===== config.mk =====
export PLATFORM = sky130hd
export DESIGN_NAME = regfile_writer
export DESIGN_NICKNAME = d
export VERILOG_FILES = /design/src/rtl/regfile_pkg.sv /design/src/rtl/regfile_wr_fifo.sv /design/src/rtl/regfile_writer.sv
export SDC_FILE = /design/constraint.sdc
export NUM_CORES = 1
export LEC_CHECK = 0
export CAP_MARGIN = 10
export CORE_MARGIN = 10
export CORE_UTILIZATION = 51
export CTS_CLUSTER_DIAMETER = 80
export CTS_CLUSTER_SIZE = 16
export DETAILED_ROUTE_END_ITERATION = 8
export HOLD_SLACK_MARGIN = 0.06
export MAX_ROUTING_LAYER = met4
export PLACE_DENSITY = 0.72
export SLEW_MARGIN = 40
export SYNTH_ARGS = -nofsm -noshare
export SYNTH_HDL_FRONTEND = slang
export SYNTH_SLANG_ARGS = --single-unit

===== constraint.sdc =====
create_clock -name clk -period 2.9 [get_ports clk]
set_clock_uncertainty 0.2 [all_clocks]
set_input_delay 0.435 -clock clk [delete_from_list [all_inputs] [get_ports clk]]
set_output_delay 0.435 -clock clk [all_outputs]
set_load 0.01 [all_outputs]

===== src/rtl/regfile_pkg.sv =====
// Shared types and limits for the register-file write sequencer: FSM states,
// queue entry layout, phase counter width and the legal parameter ranges.
package regfile_pkg;

    localparam int ADDR_W    = 2;
    localparam int DATA_W    = 8;
    localparam int NUM_REGS  = 4;
    localparam int PHASE_W   = 4;
    localparam int PHASE_MIN = 1;
    localparam int PHASE_MAX = 15;
    localparam int DEPTH_MIN = 2;
    localparam int DEPTH_MAX = 16;

    typedef enum logic [1:0] {
        IDLE   = 2'd0,
        SETUP  = 2'd1,
        STROBE = 2'd2,
        HOLD   = 2'd3
    } wr_state_t;

    typedef struct packed {
        logic [ADDR_W-1:0] addr;
        logic [DATA_W-1:0] data;
    } wr_entry_t;

    // Terminal value of the phase counter for a phase lasting 'cycles' cycles.
    function automatic logic [PHASE_W-1:0] phase_last(input int cycles);
        return PHASE_W'(cycles - 1);
    endfunction

    function automatic bit params_ok(input int setup_c, input int strobe_c,
                                     input int hold_c, input int depth);
        bit ok;
        ok = (setup_c  >= PHASE_MIN) && (setup_c  <= PHASE_MAX) &&
             (strobe_c >= PHASE_MIN) && (strobe_c <= PHASE_MAX) &&
             (hold_c   >= PHASE_MIN) && (hold_c   <= PHASE_MAX) &&
             (depth >= DEPTH_MIN) && (depth <= DEPTH_MAX) &&
             ((depth & (depth - 1)) == 0);
        return ok;
    endfunction

endpackage


===== src/rtl/regfile_wr_fifo.sv =====
// Write-request queue: DEPTH entries, power-of-two pointers that wrap naturally,
// exposes the head entry and the one behind it so a pop can chain straight on.
module regfile_wr_fifo
    import regfile_pkg::*;
#(
    parameter int DEPTH = 4
) (
    input  logic                        i_clk,
    input  logic                        i_rst_n,
    input  logic                        i_push,
    input  logic [ADDR_W+DATA_W-1:0]    i_push_entry,
    input  logic                        i_pop,
    output logic [ADDR_W+DATA_W-1:0]    o_head,
    output logic [ADDR_W+DATA_W-1:0]    o_next,
    output logic                        o_full,
    output logic                        o_empty,
    output logic [$clog2(DEPTH):0]      o_count
);

    localparam int PTR_W = $clog2(DEPTH);
    localparam int CNT_W = PTR_W + 1;

    wr_entry_t        r_mem [DEPTH];
    logic [PTR_W-1:0] r_wr_ptr;
    logic [PTR_W-1:0] r_rd_ptr;
    logic [CNT_W-1:0] r_count;

    logic             w_do_push;
    logic             w_do_pop;
    logic [PTR_W-1:0] w_rd_next;

    assign o_full    = (r_count == CNT_W'(DEPTH));
    assign o_empty   = (r_count == '0);
    assign o_count   = r_count;
    assign w_do_push = i_push && !o_full;
    assign w_do_pop  = i_pop && !o_empty;
    assign w_rd_next = r_rd_ptr + 1'b1;
    assign o_head    = r_mem[r_rd_ptr];
    assign o_next    = r_mem[w_rd_next];

    always_ff @(posedge i_clk) begin
        if (!i_rst_n) begin
            r_wr_ptr <= '0;
            r_rd_ptr <= '0;
            r_count  <= '0;
        end else begin
            if (w_do_push) begin
                r_wr_ptr <= r_wr_ptr + 1'b1;
            end
            if (w_do_pop) begin
                r_rd_ptr <= w_rd_next;
            end
            // Push and pop together leave the occupancy unchanged.
            case ({w_do_push, w_do_pop})
                2'b10:   r_count <= r_count + 1'b1;
                2'b01:   r_count <= r_count - 1'b1;
                default: r_count <= r_count;
            endcase
        end
    end

    // Storage carries no reset; only entries between the pointers are ever read.
    always_ff @(posedge i_clk) begin
        if (w_do_push) begin
            r_mem[r_wr_ptr] <= i_push_entry;
        end
    end

endmodule


===== src/rtl/regfile_writer.sv =====
// Queues write requests and replays each as a setup/strobe/hold sequence on the
// active-low register-file write port. Optional REGFILE_WRITER_PENDING_EN adds per-register pending flags.
module regfile_writer
    import regfile_pkg::*;
#(
    parameter int SETUP_CYCLES  = 1,
    parameter int STROBE_CYCLES = 1,
    parameter int HOLD_CYCLES   = 1,
    parameter int DEPTH         = 4
) (
    input  logic       clk,
    input  logic       _reset_n,
    input  logic       in_valid,
    output logic       in_ready,
    input  logic [1:0] in_addr,
    input  logic [7:0] in_data,
    output logic       wr_en,
    output logic [1:0] wr_addr,
    output logic [7:0] wr_data,
    output logic       busy,
    output logic [3:0] pending
);

    localparam int                 CNT_W       = $clog2(DEPTH) + 1;
    localparam logic [PHASE_W-1:0] SETUP_LAST  = phase_last(SETUP_CYCLES);
    localparam logic [PHASE_W-1:0] STROBE_LAST = phase_last(STROBE_CYCLES);
    localparam logic [PHASE_W-1:0] HOLD_LAST   = phase_last(HOLD_CYCLES);

    if (!params_ok(SETUP_CYCLES, STROBE_CYCLES, HOLD_CYCLES, DEPTH)) begin : g_param_err
        $error("regfile_writer: timing or depth parameter out of range");
    end

    wr_state_t          r_state;
    logic [PHASE_W-1:0] r_phase;
    logic               r_wr_en;
    logic [ADDR_W-1:0]  r_wr_addr;
    logic [DATA_W-1:0]  r_wr_data;
    logic               r_rst_done;

    logic               w_push;
    logic               w_pop;
    logic               w_more;
    wr_entry_t          w_push_entry;
    wr_entry_t          w_head;
    wr_entry_t          w_next;
    logic               w_full;
    logic               w_empty;
    logic [CNT_W-1:0]   w_count;

    // Readiness comes only from registered state, so a same-cycle pop never opens a full queue.
    assign in_ready     = r_rst_done && !w_full;
    assign w_push       = in_valid && in_ready;
    assign w_pop        = (r_state == HOLD) && (r_phase == HOLD_LAST);
    assign w_more       = (w_count > CNT_W'(1));
    assign w_push_entry = '{addr: in_addr, data: in_data};

    assign wr_en   = r_wr_en;
    assign wr_addr = r_wr_addr;
    assign wr_data = r_wr_data;
    assign busy    = (r_state != IDLE) || !w_empty;

    regfile_wr_fifo #(
        .DEPTH (DEPTH)
    ) u_fifo (
        .i_clk        (clk),
        .i_rst_n      (_reset_n),
        .i_push       (w_push),
        .i_push_entry (w_push_entry),
        .i_pop        (w_pop),
        .o_head       (w_head),
        .o_next       (w_next),
        .o_full       (w_full),
        .o_empty      (w_empty),
        .o_count      (w_count)
    );

    always_ff @(posedge clk) begin
        r_rst_done <= _reset_n;
    end

    always_ff @(posedge clk) begin
        if (!_reset_n) begin
            r_state   <= IDLE;
            r_phase   <= '0;
            r_wr_en   <= 1'b1;
            r_wr_addr <= '0;
            r_wr_data <= '0;
        end else begin
            case (r_state)
                IDLE: begin
                    if (!w_empty) begin
                        r_state   <= SETUP;
                        r_phase   <= '0;
                        r_wr_addr <= w_head.addr;
                        r_wr_data <= w_head.data;
                    end
                end
                SETUP: begin
                    if (r_phase == SETUP_LAST) begin
                        r_state <= STROBE;
                        r_phase <= '0;
                        r_wr_en <= 1'b0;
                    end else begin
                        r_phase <= r_phase + 1'b1;
                    end
                end
                STROBE: begin
                    if (r_phase == STROBE_LAST) begin
                        r_state <= HOLD;
                        r_phase <= '0;
                        r_wr_en <= 1'b1;
                    end else begin
                        r_phase <= r_phase + 1'b1;
                    end
                end
                HOLD: begin
                    if (r_phase == HOLD_LAST) begin
                        r_phase <= '0;
                        // Chain directly into the entry behind the one being popped.
                        if (w_more) begin
                            r_state   <= SETUP;
                            r_wr_addr <= w_next.addr;
                            r_wr_data <= w_next.data;
                        end else begin
                            r_state <= IDLE;
                        end
                    end else begin
                        r_phase <= r_phase + 1'b1;
                    end
                end
                default: begin
                    r_state <= IDLE;
                    r_phase <= '0;
                    r_wr_en <= 1'b1;
                end
            endcase
        end
    end

`ifdef REGFILE_WRITER_PENDING_EN
    logic [CNT_W-1:0] r_pend_cnt [NUM_REGS];
    logic             w_pend_inc [NUM_REGS];
    logic             w_pend_dec [NUM_REGS];

    always_comb begin
        for (int r = 0; r < NUM_REGS; r++) begin
            w_pend_inc[r] = w_push && (in_addr == ADDR_W'(r));
            w_pend_dec[r] = w_pop && (w_head.addr == ADDR_W'(r));
            pending[r]    = (r_pend_cnt[r] != '0);
        end
    end

    // One counter per register: entries targeting it from push until pop.
    always_ff @(posedge clk) begin
        for (int r = 0; r < NUM_REGS; r++) begin
            if (!_reset_n) begin
                r_pend_cnt[r] <= '0;
            end else if (w_pend_inc[r] && !w_pend_dec[r]) begin
                r_pend_cnt[r] <= r_pend_cnt[r] + 1'b1;
            end else if (w_pend_dec[r] && !w_pend_inc[r]) begin
                r_pend_cnt[r] <= r_pend_cnt[r] - 1'b1;
            end
        end
    end
`else
    assign pending = 4'b0000;
`endif

endmodule


Word level (Yosys, flattened, before mapping)
Memories as Yosys holds them, arrays and structs flattened. A register that Yosys moved wholly into a read port is not among the register bits.
Index checks and enable logic that the tools add are counted.
- bits in writable memories: 40
- logic and storage cells: 71
- register bits: 25
- output and inout port bits: 17
- input bits: 13
- memories kept: 1
- reductions and logical operators: 19
- add/subtract/negate cells: 5
- eq/ne operators: 11
- magnitude comparators: 1
- muxes and demuxes: 25
- memories (name ; depth ; width ; rd ports ; clocked after Yosys merged registers in ; wr ports ; RTL line ; RTL):
    u_fifo.r_mem ; 4 ; 10 ; 2 ; 1 ; 1 ; regfile_wr_fifo.sv:23 ; wr_entry_t r_mem [DEPTH];
- operator list (kind ; count):
    8-bit two-way mux ; 3
    2-bit two-way mux ; 9
    8-bit case mux with 2 select lines ; 1
    4-bit two-way mux ; 2
    2-bit != test (second input constant) ; 4
    2-bit case mux with 4 select lines ; 1
    4-bit case mux with 2 select lines ; 1
    4-bit AND reduction ; 2
    2-bit nonzero test ; 4
    2-bit == test (second input constant) ; 3
    3-bit case mux with 2 select lines ; 1
    1-bit logical AND ; 5
    1-bit two-way mux ; 5
    2-bit by 1-bit adder with 2-bit output (second input constant) ; 2
    4-bit by 1-bit adder with 4-bit output (second input constant) ; 1
    2-bit by 1-bit == test with 1-bit output (second input constant) ; 2
    4-bit zero test ; 1
    2-bit case mux with 2 select lines ; 1
    3-bit by 1-bit adder with 3-bit output (second input constant) ; 1
    3-bit == test (second input constant) ; 1
    3-bit by 1-bit > comparator with 1-bit output (second input constant) ; 1
    3-bit zero test ; 1
    3-bit AND reduction ; 1
    3-bit OR reduction ; 1
    6 further kinds ; 7

Depth between registers and ports, before layout
Gate-level depths: netlist (run 1).
- word-level depth: 7
- mapped depth: 9
- gate-level depth less buffers: 9

Hierarchy
Synthesis (run 1) repeated with hierarchy kept, for this count alone.
- cells, all modules: 235
- area, all modules: 3229.3 sq um
- by module, submodules not included (module ; cells each ; seq. area each (sq um) ; instances ; area an instance (sq um)):
    regfile_wr_fifo ; 118 ; 1381.3 ; 1 ; 2182.1
    regfile_writer ; 117 ; 360.3 ; 1 ; 1047.3

Worst setup path before layout (run 1)
No wires, ideal clock.
- path type: register to register
- start point: register u_fifo.r_count[0] (netlist: u_fifo.o_count[0])
- end point: register u_fifo.r_count[2] (netlist: u_fifo.o_count[2])
- data arrival time: 2.282 ns
- stages on the path, launching flop included: 9
- library setup time: 0.076 ns
- period minus slack after synthesis: 2.558 ns
- required time: 2.624 ns
- buffers on the path: 0
- path slack: 0.342 ns
- path through: dfxtp_1 -> inv_1 -> ha_1 -> a21boi_0 -> and2_1 -> inv_1 -> ha_1 -> or3_1 -> a21boi_0
- longest elaborated chain between the ends: 7
- elaborated cells on any way between the ends: 14
- those cells by class: add/sub: 2; eq/ne: 3; mux: 1; reduce/logical: 8
- ends and longest elaborated chain (what ; RTL line ; RTL):
    start: declaration ; regfile_wr_fifo.sv:26 ; logic [CNT_W-1:0] r_count;
    start signal: assignment ; regfile_wr_fifo.sv:55 ; 2'b10: r_count <= r_count + 1'b1;
    start signal: assignment ; regfile_wr_fifo.sv:56 ; 2'b01: r_count <= r_count - 1'b1;
    start signal: assignment ; regfile_wr_fifo.sv:57 ; default: r_count <= r_count;
    3-bit == test * ; regfile_wr_fifo.sv:32 ; assign o_full = (r_count == CNT_W'(DEPTH));
    1-bit zero test * ; regfile_writer.sv:51 ; assign in_ready = r_rst_done && !w_full;
    1-bit logical AND * ; regfile_writer.sv:51 ;
    named net in_ready ; regfile_writer.sv:14 ; output logic in_ready,
    1-bit logical AND * ; regfile_writer.sv:52 ; assign w_push = in_valid && in_ready;
    1-bit logical AND * ; regfile_wr_fifo.sv:35 ; assign w_do_push = i_push && !o_full;
    2-bit by 1-bit == test with 1-bit output or 2-bit == test (tied branches) ; regfile_wr_fifo.sv:54 ; case ({w_do_push, w_do_pop})
    3-bit case mux with 2 select lines or 2-bit nonzero test (tied branches) ; - ;
Mark *: on every way through the listed nets, which the timed path passes. The rest lies on a longest branch.
A chain may end at the register's enable or synchronous reset.

Final worst setup path (run 1)
- start point: register u_fifo.r_count[0] (netlist: u_fifo.o_count[0])
- end point: output port in_ready
- longest elaborated chain between the ends: 3
- ends and longest elaborated chain (what ; RTL line):
    3-bit == test ; regfile_wr_fifo.sv:32
    1-bit zero test ; regfile_writer.sv:51
    1-bit logical AND ; regfile_writer.sv:51
    end: declaration ; regfile_writer.sv:14
Every way passes these cells.

==> impl_results.md, run 1 <==
- Outcome: complete, no violations
- Largest net degree at the start of global routing: 27
- HPWL reported at the end of detailed placement: 4014 um
- Main combinational cell family by area after synthesis: multiplexers
- Slew Viols, Final: 0
- Design area: roughly 3700 um2
- Routability-driven placement congestion ratio: between 0.7 and 0.8
- Multiplexer share of the synthesized area: between 10% and 20%
- Compound-cell area share of the yosys netlist: between 7 and 8%
- Number of placed I/O pins: 30
- Synth-to-Final Area Change: 17.15%
- DRT antenna net count: 0
- Maximum fanout encountered on the critical timing path: 5
- Core area: between 5000 and 6000 um2
- Number of global-route vias before repair: between 2k and 2.5k
- Number of buffers inserted during clock tree synthesis: 9
- Placed cell count: between 300 and 400
- Total iterations of the first detailed-routing run: 4
- Initial standard-cell utilization of the core: 52.99%
- Nature of the critical path endpoint: primary output
- Setup TNS: 0 ns
- Maximum clock frequency: roughly 380 MHz
- Number of max-cap violations: 0
- Min Clock Period, post-route: about 2.6 ns
- Clk buf depth: 2
- Drt via density: around 5.7
- Antenna diode instance count: 0
- Number of antenna violations at the first check in global routing: 0
- Commonest cells after routing, fill and taps aside: sky130_fd_sc_hd__edfxtp_1 (40), sky130_fd_sc_hd__dfxtp_1 (27), sky130_fd_sc_hd__clkdlybuf4s50_1 (24), sky130_fd_sc_hd__mux4_2 (20), sky130_fd_sc_hd__ha_1 (16)
- Area of the die: around 10000 um2
- Vertical extent of the die: 98.90 um
- Number of endpoints with negative hold slack in the final report: 0
- Share of async-settable or async-resettable flops after synthesis: 0%
- Number of distinct library cells after synthesis: 39
- Seq/Total Area, Yosys: roughly 55%
- Power Total: around 2.8 mW
- Post-synthesis adder-cell area fraction: between 6 and 7%
- Sum of routed wire length over all layers: just over 6000 um
- Synthesis warning total: 0
- Startpoint kind of the worst setup timing path: flop
- Crit path DAT: approximately 2.0 ns
- GRT Residual Overflow: 0
- Share of the synthesized netlist area taken by xor and xnor gates: under 10%
- Later-pin clock latency in the skew report: 0.34 ns
- # hold bufs at CTS: 0
- Category of the most critical setup path: flop to primary output
- Actual transition at the worst max-transition pin: around 0.65 ns
- Register-to-register path setup slack: ~0.50 ns
- Setup repair after global routing missed its margin: false
- Number of setup violations in the final report: 0
- CTS HTree Levels: 3
- Post-route non-filler standard cell count: 334
- Number of port buffers: 25
- Number of storage elements in the synthesis netlist: 67
- Basic-gate share of the synthesized area counting and, or, nand and nor cells: under 10%
- Critical path endpoint: in_ready
- Launching point of the worst reg2reg path: u_fifo.o_count[0]$_SDFFE_PN0P_
- Number of synthesized flops with an enable pin: 40
- GRT Resource Usage Total: 13.81%
- Wire length of the first global-routing pass: ~10,000 um
- Placement-stage cell area: approximately 3500 um2
- Final clock period utilization by the worst path: approximately nine tenths
- Reg clk slew, reported paths: roughly 0.080 ns
- Type of the tightest min-delay check: input pin to flop
- Floorplan row count: 28
- Clk sinks: 67
- Total of cells resized after clock tree synthesis: 0
- Combined area of all synthesized cells: 3174 um2
- CTS tree: built
- Number of vias after detailed routing: between 1.5k and 2k
- Commonest non-fill, non-tap cell in the layout: sky130_fd_sc_hd__edfxtp_1
- Net total in the final layout: between 200 and 300
- Primary flip-flop cell chosen by synthesis mapping: sky130_fd_sc_hd__edfxtp_1
- Buffers inserted by post-CTS timing repair: 0
- Max_slew headroom: approximately 57%
- Count of unresolved DRC violations after routing: 0
- Worst Setup SP: u_fifo.o_count[0]$_SDFFE_PN0P_
- Clock tree root driver cell: sky130_fd_sc_hd__clkbuf_8
- Die boundary width: between 90 and 100 um
- First-iteration detailed-routing DRC count: between 90 and 100
- Post-Syn Area per Cell: roughly 14 um2
- Peak ir drop on the vdd network: around 0.55 mV
- Number of cells on the worst reg-to-reg path: 8
- Leak Pwr: 1.301 nW
- Data required, critical path: approximately 2.3 ns
- Routed length per placed instance: 18.46 um
- Share of cells above drive strength 1: 17.76%
- Filler instances: 472
- Post-synthesis cell count: 225
- Total power divided by cell area: 753.3 nW/um2
- Endpoint of the most critical register-to-register path: u_fifo.o_count[2]$_SDFFE_PN0P_
==> kinds of logic after synthesis <==
group / after synthesis
adders and majority gates: 16
xor gates and xnor gates: 5
buffers and inverters: 26
other: 1
AOI/OAI and AO/OA: 38
muxes: 32
DFF: 67
and+or+nand+nor: 40
==> layer usage <==
layer  up-vias  routed length [um]  GRT usage, %
met5         -                   0             -
met4         0                  25         3.528
met2        29                3107         22.60
met3         3                 212         4.190
met1       952                2822         16.21
li1        906                   -             -
==> worst min path at each step <==
stage	start	to	slack (ns)	depth (start not counted)
floorplan	_reset_n	r_rst_done$_DFF_P_	0.26	0
global placement	wr_en$_SDFFE_PN1P_	wr_en$_SDFFE_PN1P_	0.25	2
detailed placement	wr_en$_SDFFE_PN1P_	wr_en$_SDFFE_PN1P_	0.26	2
CTS	wr_en$_SDFFE_PN1P_	wr_en$_SDFFE_PN1P_	0.28	2
global route	_reset_n	r_rst_done$_DFF_P_	0.27	1
finish	_reset_n	r_rst_done$_DFF_P_	0.26	1
==> area by class of cell <==
cell class	instances	area [um2]	share of cell area, %
clock buffers	9	123.9	3.331
clock inverters	7	123.9	3.331
inverters	10	37.54	1.009
multi-input cells	135	1308	35.16
flip-flops and latches	67	1742	46.84
well taps	75	93.84	2.524
repair buffers	31	290.3	7.806
==> critical path, cell delays in order, from the launching register on <==
cell,delay (ns)
sky130_fd_sc_hd__dfxtp_1,0.42
sky130_fd_sc_hd__inv_1,0.09
sky130_fd_sc_hd__ha_1,0.23
sky130_fd_sc_hd__a21boi_0,0.23
sky130_fd_sc_hd__buf_4,0.16
sky130_fd_sc_hd__clkdlybuf4s50_1,0.53
==> power breakdown <==
part	leakage [nW]	switching [mW]	internal, mW
combinational	0.596	0.339	0.317
clock	0.120	0.389	0.579
sequential	0.584	0.0705	1.11
total	1.30	0.798	2.00
==> registers in the layout, indices dropped and copies added (netlist names), named ones only <==
| signal | flops |
|---|---|
| u_fifo.r_mem | 40 |
| wr_data | 8 |
| r_phase | 4 |
| u_fifo.o_count | 3 |
| r_state | 2 |
| u_fifo.r_rd_ptr | 2 |
| u_fifo.r_wr_ptr | 2 |
| wr_addr | 2 |
| r_rst_done | 1 |
| wr_en | 1 |
==> synthesized netlist by cell type (5+ instances only) <==
library cell,instances,area [um2]
sky130_fd_sc_hd__xnor2_1,5,43.79
sky130_fd_sc_hd__and3_1,5,31.28
sky130_fd_sc_hd__ha_1,16,200.2
sky130_fd_sc_hd__and2_1,5,31.28
sky130_fd_sc_hd__mux4_2,20,450.4
sky130_fd_sc_hd__nand2_1,8,30.03
sky130_fd_sc_hd__inv_1,9,33.78
sky130_fd_sc_hd__mux2i_1,12,120.1
sky130_fd_sc_hd__buf_4,5,37.54
sky130_fd_sc_hd__a21boi_0,6,45.04
sky130_fd_sc_hd__a21oi_1,11,55.05
sky130_fd_sc_hd__dfxtp_1,27,540.5
sky130_fd_sc_hd__o31ai_1,10,75.07
sky130_fd_sc_hd__edfxtp_1,40,1201
==> stage by stage <==
stage,setup WS [ns],util [%],hold WS [ns]
floorplan,0.3424,-,0.2627
global placement,0.5757,58.02,0.2519
detailed placement,0.4966,58.02,0.2595
CTS,0.2496,62.16,0.2771
global route,0.1239,62.07,0.2700
finish,0.2651,62.07,0.2590
Power figures use the tool's default switching activity.
==> run 2: changes to the inputs <==
--- a/config.mk
+++ b/config.mk
@@ -15,6 +15,8 @@
 export MAX_ROUTING_LAYER = met4
 export PLACE_DENSITY = 0.72
+export SKIP_CTS_REPAIR_TIMING = 1
 export SLEW_MARGIN = 40
 export SYNTH_ARGS = -nofsm -noshare
 export SYNTH_HDL_FRONTEND = slang
 export SYNTH_SLANG_ARGS = --single-unit
+export TNS_END_PERCENT = 30
==> constraint.sdc (replaced) <==
create_clock -name clk -period 2.9 [get_ports clk]
set_clock_uncertainty 0.2 [all_clocks]
set_input_delay 0.58 -clock clk [delete_from_list [all_inputs] [get_ports clk]]
set_output_delay 0.58 -clock clk [all_outputs]
set_load 0.01 [all_outputs]
==> impl_results.md, run 2 (synthesized netlist as in run 1, its figures left out) <==
- Placed cell count: 317 (-0.31%)
- Initial standard-cell utilization of the core: 52.99% (unchanged)
- Total buffers and inverters traversed by the critical path: 3 (unchanged)
- Number of placed I/O pins: 30 (unchanged)
- Actual transition at the worst max-transition pin: 0.6953 ns (+0.05031 ns)
- Clk buf depth: 2 (unchanged)
- Number of antenna violations at the first check in global routing: 0 (unchanged)
- Number of endpoints with negative hold slack in the final report: 0 (unchanged)
- Maximum single-stage delay on the critical path: 0.54 ns (about the same)
- Reg clk slew, reported paths: 0.07 ns (about the same)
- Setup repair after global routing missed its margin: false
- Outcome: complete, no violations
- Setup TNS: 0 ns (unchanged)
- Category of the most critical setup path: flop to primary output
- Power Total: 2.574 mW (-8.1%)
- WHS: 0.2752 ns (+0.01618 ns)
- Antenna diode instance count: 0 (unchanged)
- Total power divided by cell area: 703.1 nW/um2 (-6.7%)
- CTS HTree Levels: 3 (unchanged)
- Commonest cells after routing, fill and taps aside: sky130_fd_sc_hd__edfxtp_1 (40), sky130_fd_sc_hd__dfxtp_1 (27), sky130_fd_sc_hd__clkdlybuf4s50_1 (25), sky130_fd_sc_hd__mux4_2 (20), sky130_fd_sc_hd__ha_1 (16)
- Slowest stage cell, crit path: sky130_fd_sc_hd__clkdlybuf4s50_1
- Worst Setup SP: u_fifo.o_count[0]$_SDFFE_PN0P_
- Nature of the critical path endpoint: primary output
- Number of port buffers: 25 (unchanged)
- GRT Residual Overflow: 0 (unchanged)
- Share of cells above drive strength 1: 16.73% (-1.0 points)
- Largest net degree at the start of global routing: 27 (unchanged)
- CTS tree: built
- Routability-driven placement congestion ratio: 0.7477 (-6.1%)
- DRT antenna net count: 0 (unchanged)
- Area of the die: 9780 um2 (unchanged)
- Number of cells on the worst reg-to-reg path: 8 (unchanged)
- Min Clock Period, post-route: 2.794 ns (+0.1592 ns)
- Clock tree root driver cell: sky130_fd_sc_hd__clkbuf_8
- Max_slew headroom: 53.58% (-3.4 points)
- Routed length per placed instance: 18.21 um (-1.4%)
- Vertical extent of the die: 98.90 um (unchanged)
- Number of setup violations in the final report: 0 (unchanged)
- Number of max-cap violations: 0 (unchanged)
- Startpoint kind of the worst setup timing path: flop
- Sum of routed wire length over all layers: 6045 um (-2.0%)
- GRT Resource Usage Total: 13.33% (-0.49 points)
- Number of buffers inserted during clock tree synthesis: 9 (unchanged)
- Type of the tightest min-delay check: flop to flop
- Slew Viols, Final: 0 (unchanged)
- Leak Pwr: 1.274 nW (-2.1%)
- Number of global-route vias before repair: 1,955 (-4.4%)
- Launching point of the worst reg2reg path: u_fifo.o_count[0]$_SDFFE_PN0P_
- Cell Chain, Critical Path: inv_1 > ha_1 > and3b_1 > inv_2 > clkdlybuf4s50_1
- Family with the most delay on the worst path: buffers and inverters
- Net total in the final layout: 282 (-0.35%)
- Filler instances: 449 (-4.9%)
- Clk sinks: 67 (unchanged)
- Drt via density: 5.747 (+1.6%)
- Critical path depth in cells: 5 (unchanged)
- Final clock period utilization by the worst path: 96.35% (+5.5 points)
- Maximum clock frequency: 357.9 MHz (-5.7%)
- First-iteration detailed-routing DRC count: 143 (+54%)
- Die boundary width: 98.90 um (unchanged)
- Synth-to-Final Area Change: 15.33%
- Later-pin clock latency in the skew report: 0.34 ns (about the same)
- Crit path DAT: 2.01 ns (about the same)
- Max reg flops: 40 (unchanged)
- Register-to-register path setup slack: 0.46 ns (-0.04 ns)
- Data required, critical path: 2.12 ns (-0.15 ns)
- Core area: 5991 um2 (unchanged)
- Post-route non-filler standard cell count: 332 (-0.60%)
- Floorplan row count: 28 (unchanged)
- Number of vias after detailed routing: 1,908 (+0.95%)
- Count of unresolved DRC violations after routing: 0 (unchanged)
- Peak ir drop on the vdd network: 0.4377 mV (-20%)
- Maximum fanout encountered on the critical timing path: 6 (+1)
- Critical path endpoint: busy
- Largest reg by FF count: u_fifo.r_mem
- Total iterations of the first detailed-routing run: 4 (unchanged)
- Endpoint of the most critical register-to-register path: u_fifo.o_count[2]$_SDFFE_PN0P_
- Wire length of the first global-routing pass: 9929 um (-5.4%)
- HPWL reported at the end of detailed placement: 4203 um (+4.7%)
- Commonest non-fill, non-tap cell in the layout: sky130_fd_sc_hd__edfxtp_1
[run 2: changes by cell type in the layout (fill, tap and decap cells not counted)]
cell                              before  now
sky130_fd_sc_hd__bufinv_16             3    1
sky130_fd_sc_hd__a21boi_0              6    5
sky130_fd_sc_hd__a21boi_2              0    1
sky130_fd_sc_hd__buf_2                 1    0
sky130_fd_sc_hd__buf_4                 6    5
sky130_fd_sc_hd__clkdlybuf4s50_1      24   25
sky130_fd_sc_hd__clkinv_1              0    1
sky130_fd_sc_hd__clkinv_2              0    1
sky130_fd_sc_hd__clkinvlp_4            1    0
[run 2: how the worst min path moves through the flow]
stage | slack, ns | start | cells past startpoint | end
2_1_floorplan | 0.28 | u_fifo.r_wr_ptr[1]$_SDFFE_PN0P_ | 2 | u_fifo.r_wr_ptr[1]$_SDFFE_PN0P_
3_3_place_gp | 0.25 | wr_en$_SDFFE_PN1P_ | 2 | wr_en$_SDFFE_PN1P_
3_5_place_dp | 0.26 | wr_en$_SDFFE_PN1P_ | 2 | wr_en$_SDFFE_PN1P_
4_1_cts | 0.28 | wr_en$_SDFFE_PN1P_ | 2 | wr_en$_SDFFE_PN1P_
5_1_grt | 0.32 | wr_en$_SDFFE_PN1P_ | 2 | wr_en$_SDFFE_PN1P_
6_report | 0.28 | wr_en$_SDFFE_PN1P_ | 2 | wr_en$_SDFFE_PN1P_
[run 2: area by class of cell]
| type | instances | area [um2] | share of cell area [%] |
|---|---|---|---|
| sequential | 67 | 1742 | 47.57 |
| multi-input combinational | 135 | 1311 | 35.82 |
| inverter | 10 | 37.54 | 1.025 |
| clock inverter | 6 | 65.06 | 1.777 |
| clock buffer | 9 | 123.9 | 3.383 |
| tap | 75 | 93.84 | 2.563 |
| timing repair buffer | 30 | 287.8 | 7.861 |
[run 2: worst min-delay path, cell delays in order, from the launching register on]
cell and delay [ns]:
sky130_fd_sc_hd__dfxtp_1 0.33, sky130_fd_sc_hd__nand2_1 0.05, sky130_fd_sc_hd__nand3_1 0.06
[run 2: routing by layer]
layer	track usage [%]	part of all wire, %	up-vias
met3	5.447	4.6	7
met4	3.859	0.94	0
met2	22.19	53	57
met5	-	0	-
met1	14.26	41	948
li1	-	-	896
[run 2: metrics by stage]
stage / area, um2 / util [%] / setup slack (ns)
after floorplan: 3186 / - / 0.3424
after global placement: 3468 / 57.89 / 0.3502
after detailed placement: 3468 / 57.89 / 0.2022
after CTS: 3657 / 61.05 / -0.1191
after global routing: 3661 / 61.11 / 0.002839
final: 3661 / 61.11 / 0.1059
[run 2: power by group]
part | total, mW | internal [mW] | switching [mW]
clock network | 0.738 | 0.395 | 0.343
registers | 1.18 | 1.11 | 0.0696
logic | 0.658 | 0.318 | 0.339
total | 2.57 | 1.82 | 0.752
==> run 3: changes to the inputs <==
==> constraint.sdc (replaced) <==
create_clock -name clk -period 2.9 [get_ports clk]
set_clock_uncertainty 0.2 [all_clocks]
set_input_delay 0.58 -clock clk [delete_from_list [all_inputs] [get_ports clk]]
set_output_delay 0.58 -clock clk [all_outputs]
set_load 0.1 [all_outputs]
==> impl_results.md, run 3 (synthesized netlist as in run 1, its figures left out) <==
- Outcome: complete, no violations
- Reg clk slew, reported paths: 0.08 ns (about the same)
- CTS tree: built
- First-iteration detailed-routing DRC count: 94 (-34%)
- Total net switching power: 1.343 mW (+79%)
- Proportion of total power due to net switching: 41.26% (+12 points)
- Maximum fanout encountered on the critical timing path: 6 (unchanged)
- Max_slew headroom: 52.14% (-1.4 points)
- Core area: 5991 um2 (unchanged)
- Number of antenna violations at the first check in global routing: 0 (unchanged)
- Total power divided by cell area: 879.0 nW/um2 (+25%)
- Number of global-route vias before repair: 1,968 (+0.66%)
- Relative contribution of sequential cells to total power: 36.3% (-9.5 points)
- GRT Residual Overflow: 0 (unchanged)
- Floorplan row count: 28 (unchanged)
- Vertical extent of the die: 98.90 um (unchanged)
- Combinational share of power: 37.1% (+12 points)
- Commonest non-fill, non-tap cell in the layout: sky130_fd_sc_hd__edfxtp_1
- WHS: 0.2782 ns (+0.003001 ns)
- Number of endpoints with negative hold slack in the final report: 0 (unchanged)
- Max reg flops: 40 (unchanged)
- Setup TNS: 0 ns (unchanged)
- HPWL reported at the end of detailed placement: 4081 um (-2.9%)
- Post-route non-filler standard cell count: 334 (+0.60%)
- Die boundary width: 98.90 um (unchanged)
- Later-pin clock latency in the skew report: 0.35 ns (about the same)
- Power Total: 3.254 mW (+26%)
- Design area: 3702 um2 (+1.1%)
- Maximum single-stage delay on the critical path: 0.42 ns (-0.12 ns)
- Number of buffers inserted during clock tree synthesis: 9 (unchanged)
- Wire length of the first global-routing pass: 9887 um (-0.42%)
- Slowest stage cell, crit path: sky130_fd_sc_hd__dfxtp_1
- Antenna diode instance count: 0 (unchanged)
- Min Clock Period, post-route: 2.518 ns (-0.2756 ns)
- Type of the tightest min-delay check: flop to flop
- DRT antenna net count: 0 (unchanged)
- Largest reg by FF count: u_fifo.r_mem
- Number of max-cap violations: 0 (unchanged)
- Clk sinks: 67 (unchanged)
- Net total in the final layout: 283 (+0.35%)
- Routed length per placed instance: 17.78 um (-2.4%)
- Crit path DAT: 1.74 ns (-0.27 ns)
- Setup repair after global routing missed its margin: false
- CTS HTree Levels: 3 (unchanged)
- Actual transition at the worst max-transition pin: 0.7169 ns (+0.02160 ns)
- Number of setup violations in the final report: 0 (unchanged)
- Drt via density: 5.680 (-1.2%)
- Initial standard-cell utilization of the core: 52.99% (unchanged)
- Category of the most critical setup path: flop to primary output
- Data required, critical path: 2.12 ns (about the same)
- Leak Pwr: 1.323 nW (+3.9%)
- Slew Viols, Final: 0 (unchanged)
- Clock tree root driver cell: sky130_fd_sc_hd__clkbuf_8
- Number of vias after detailed routing: 1,897 (-0.58%)
- Placement-stage cell area: 3480 um2 (+0.32%)
- Maximum clock frequency: 397.1 MHz (+11%)
- Clk buf depth: 2 (unchanged)
- Number of port buffers: 25 (unchanged)
- Peak ir drop on the vdd network: 0.7617 mV (+74%)
- Routability-driven placement congestion ratio: 0.7600 (+1.6%)
- Share of cells above drive strength 1: 22.78% (+6.0 points)
- Sum of routed wire length over all layers: 5938 um (-1.8%)
- Synth-to-Final Area Change: 16.63%
- Commonest cells after routing, fill and taps aside: sky130_fd_sc_hd__edfxtp_1 (40), sky130_fd_sc_hd__dfxtp_1 (27), sky130_fd_sc_hd__mux4_2 (20), sky130_fd_sc_hd__buf_4 (17), sky130_fd_sc_hd__ha_1 (16)
- Nature of the critical path endpoint: primary output
- Int Power: 1.912 mW (+4.9%)
- Cell Chain, Critical Path: inv_1 > ha_1 > and3b_1 > inv_2 > buf_12
- Placed cell count: 318 (+0.32%)
- Count of unresolved DRC violations after routing: 0 (unchanged)
- Number of placed I/O pins: 30 (unchanged)
- Total iterations of the first detailed-routing run: 4 (unchanged)
- GRT Resource Usage Total: 13.03% (-0.29 points)
- Largest net degree at the start of global routing: 27 (unchanged)
- Startpoint kind of the worst setup timing path: flop
- Clock network fraction of total power: 26.6% (-2.1 points)
- Area of the die: 9780 um2 (unchanged)
- Final clock period utilization by the worst path: 86.84% (-9.5 points)
==> run 3: cell types whose count changed in the layout (fill, tap and decap cells not counted) <==
cell,before,now
sky130_fd_sc_hd__buf_12,0,2
sky130_fd_sc_hd__clkdlybuf4s50_1,25,12
sky130_fd_sc_hd__clkinvlp_4,0,1
sky130_fd_sc_hd__bufinv_16,1,2
sky130_fd_sc_hd__a21boi_2,1,0
sky130_fd_sc_hd__clkinv_1,1,0
sky130_fd_sc_hd__buf_4,5,17
sky130_fd_sc_hd__a21boi_4,0,1
==> run 3: critical path: cells and delay by family (launching register included) <==
family	cells	cell delay (ns)
adder cells (fa/ha/maj)	1	0.26
buffers and inverters	3	0.42
flip-flops	1	0.42
AND/OR/NAND/NOR	1	0.28
==> run 3: layer usage <==
metal | up-vias | GRT usage (%) | routed length, um
li1 | 903 | - | -
met1 | 936 | 14.44 | 2571
met2 | 49 | 21.39 | 3038
met3 | 9 | 3.980 | 275
met4 | 0 | 5.292 | 53
met5 | - | - | 0
==> run 3: worst paths after layout <==
path / cells after the start / start / slack [ns] / end
setup / recovery: 5 / u_fifo.o_count[0]$_SDFFE_PN0P_ / 0.38 / busy
hold reg to reg: 2 / wr_en$_SDFFE_PN1P_ / 0.28 / wr_en$_SDFFE_PN1P_
hold / removal: 2 / wr_en$_SDFFE_PN1P_ / 0.28 / wr_en$_SDFFE_PN1P_
setup reg to reg: 8 / u_fifo.o_count[0]$_SDFFE_PN0P_ / 0.45 / u_fifo.o_count[2]$_SDFFE_PN0P_
==> run 3: layout make-up <==
type / count / area (um2)
clock buffers: 9 / 123.9
clock inverters: 7 / 98.84
fillers: 459 / 2288
inverters: 10 / 37.54
multi-input cells: 135 / 1319
flip-flops and latches: 67 / 1742
well taps: 75 / 93.84
repair buffers: 31 / 287.8
==> run 3: through the flow <==
| stage | util, % | setup WS (ns) |
|---|---|---|
| 2_1_floorplan | - | 0.1497 |
| 3_3_place_gp | 58.08 | 0.4400 |
| 3_5_place_dp | 58.08 | 0.4176 |
| 4_1_cts | 61.80 | 0.3603 |
| 5_1_grt | 61.80 | 0.2696 |
| 6_report | 61.80 | 0.3815 |
==> run 3: power groups by stage <==
stage          clock, mW  combinational, mW  sequential, mW
2_1_floorplan          0              0.485            1.67
3_3_place_gp           0               1.21            1.20
3_5_place_dp           0               1.21            1.20
4_1_cts            0.879               1.22            1.18
5_1_grt            0.919               1.28            1.19
6_report           0.864               1.21            1.18
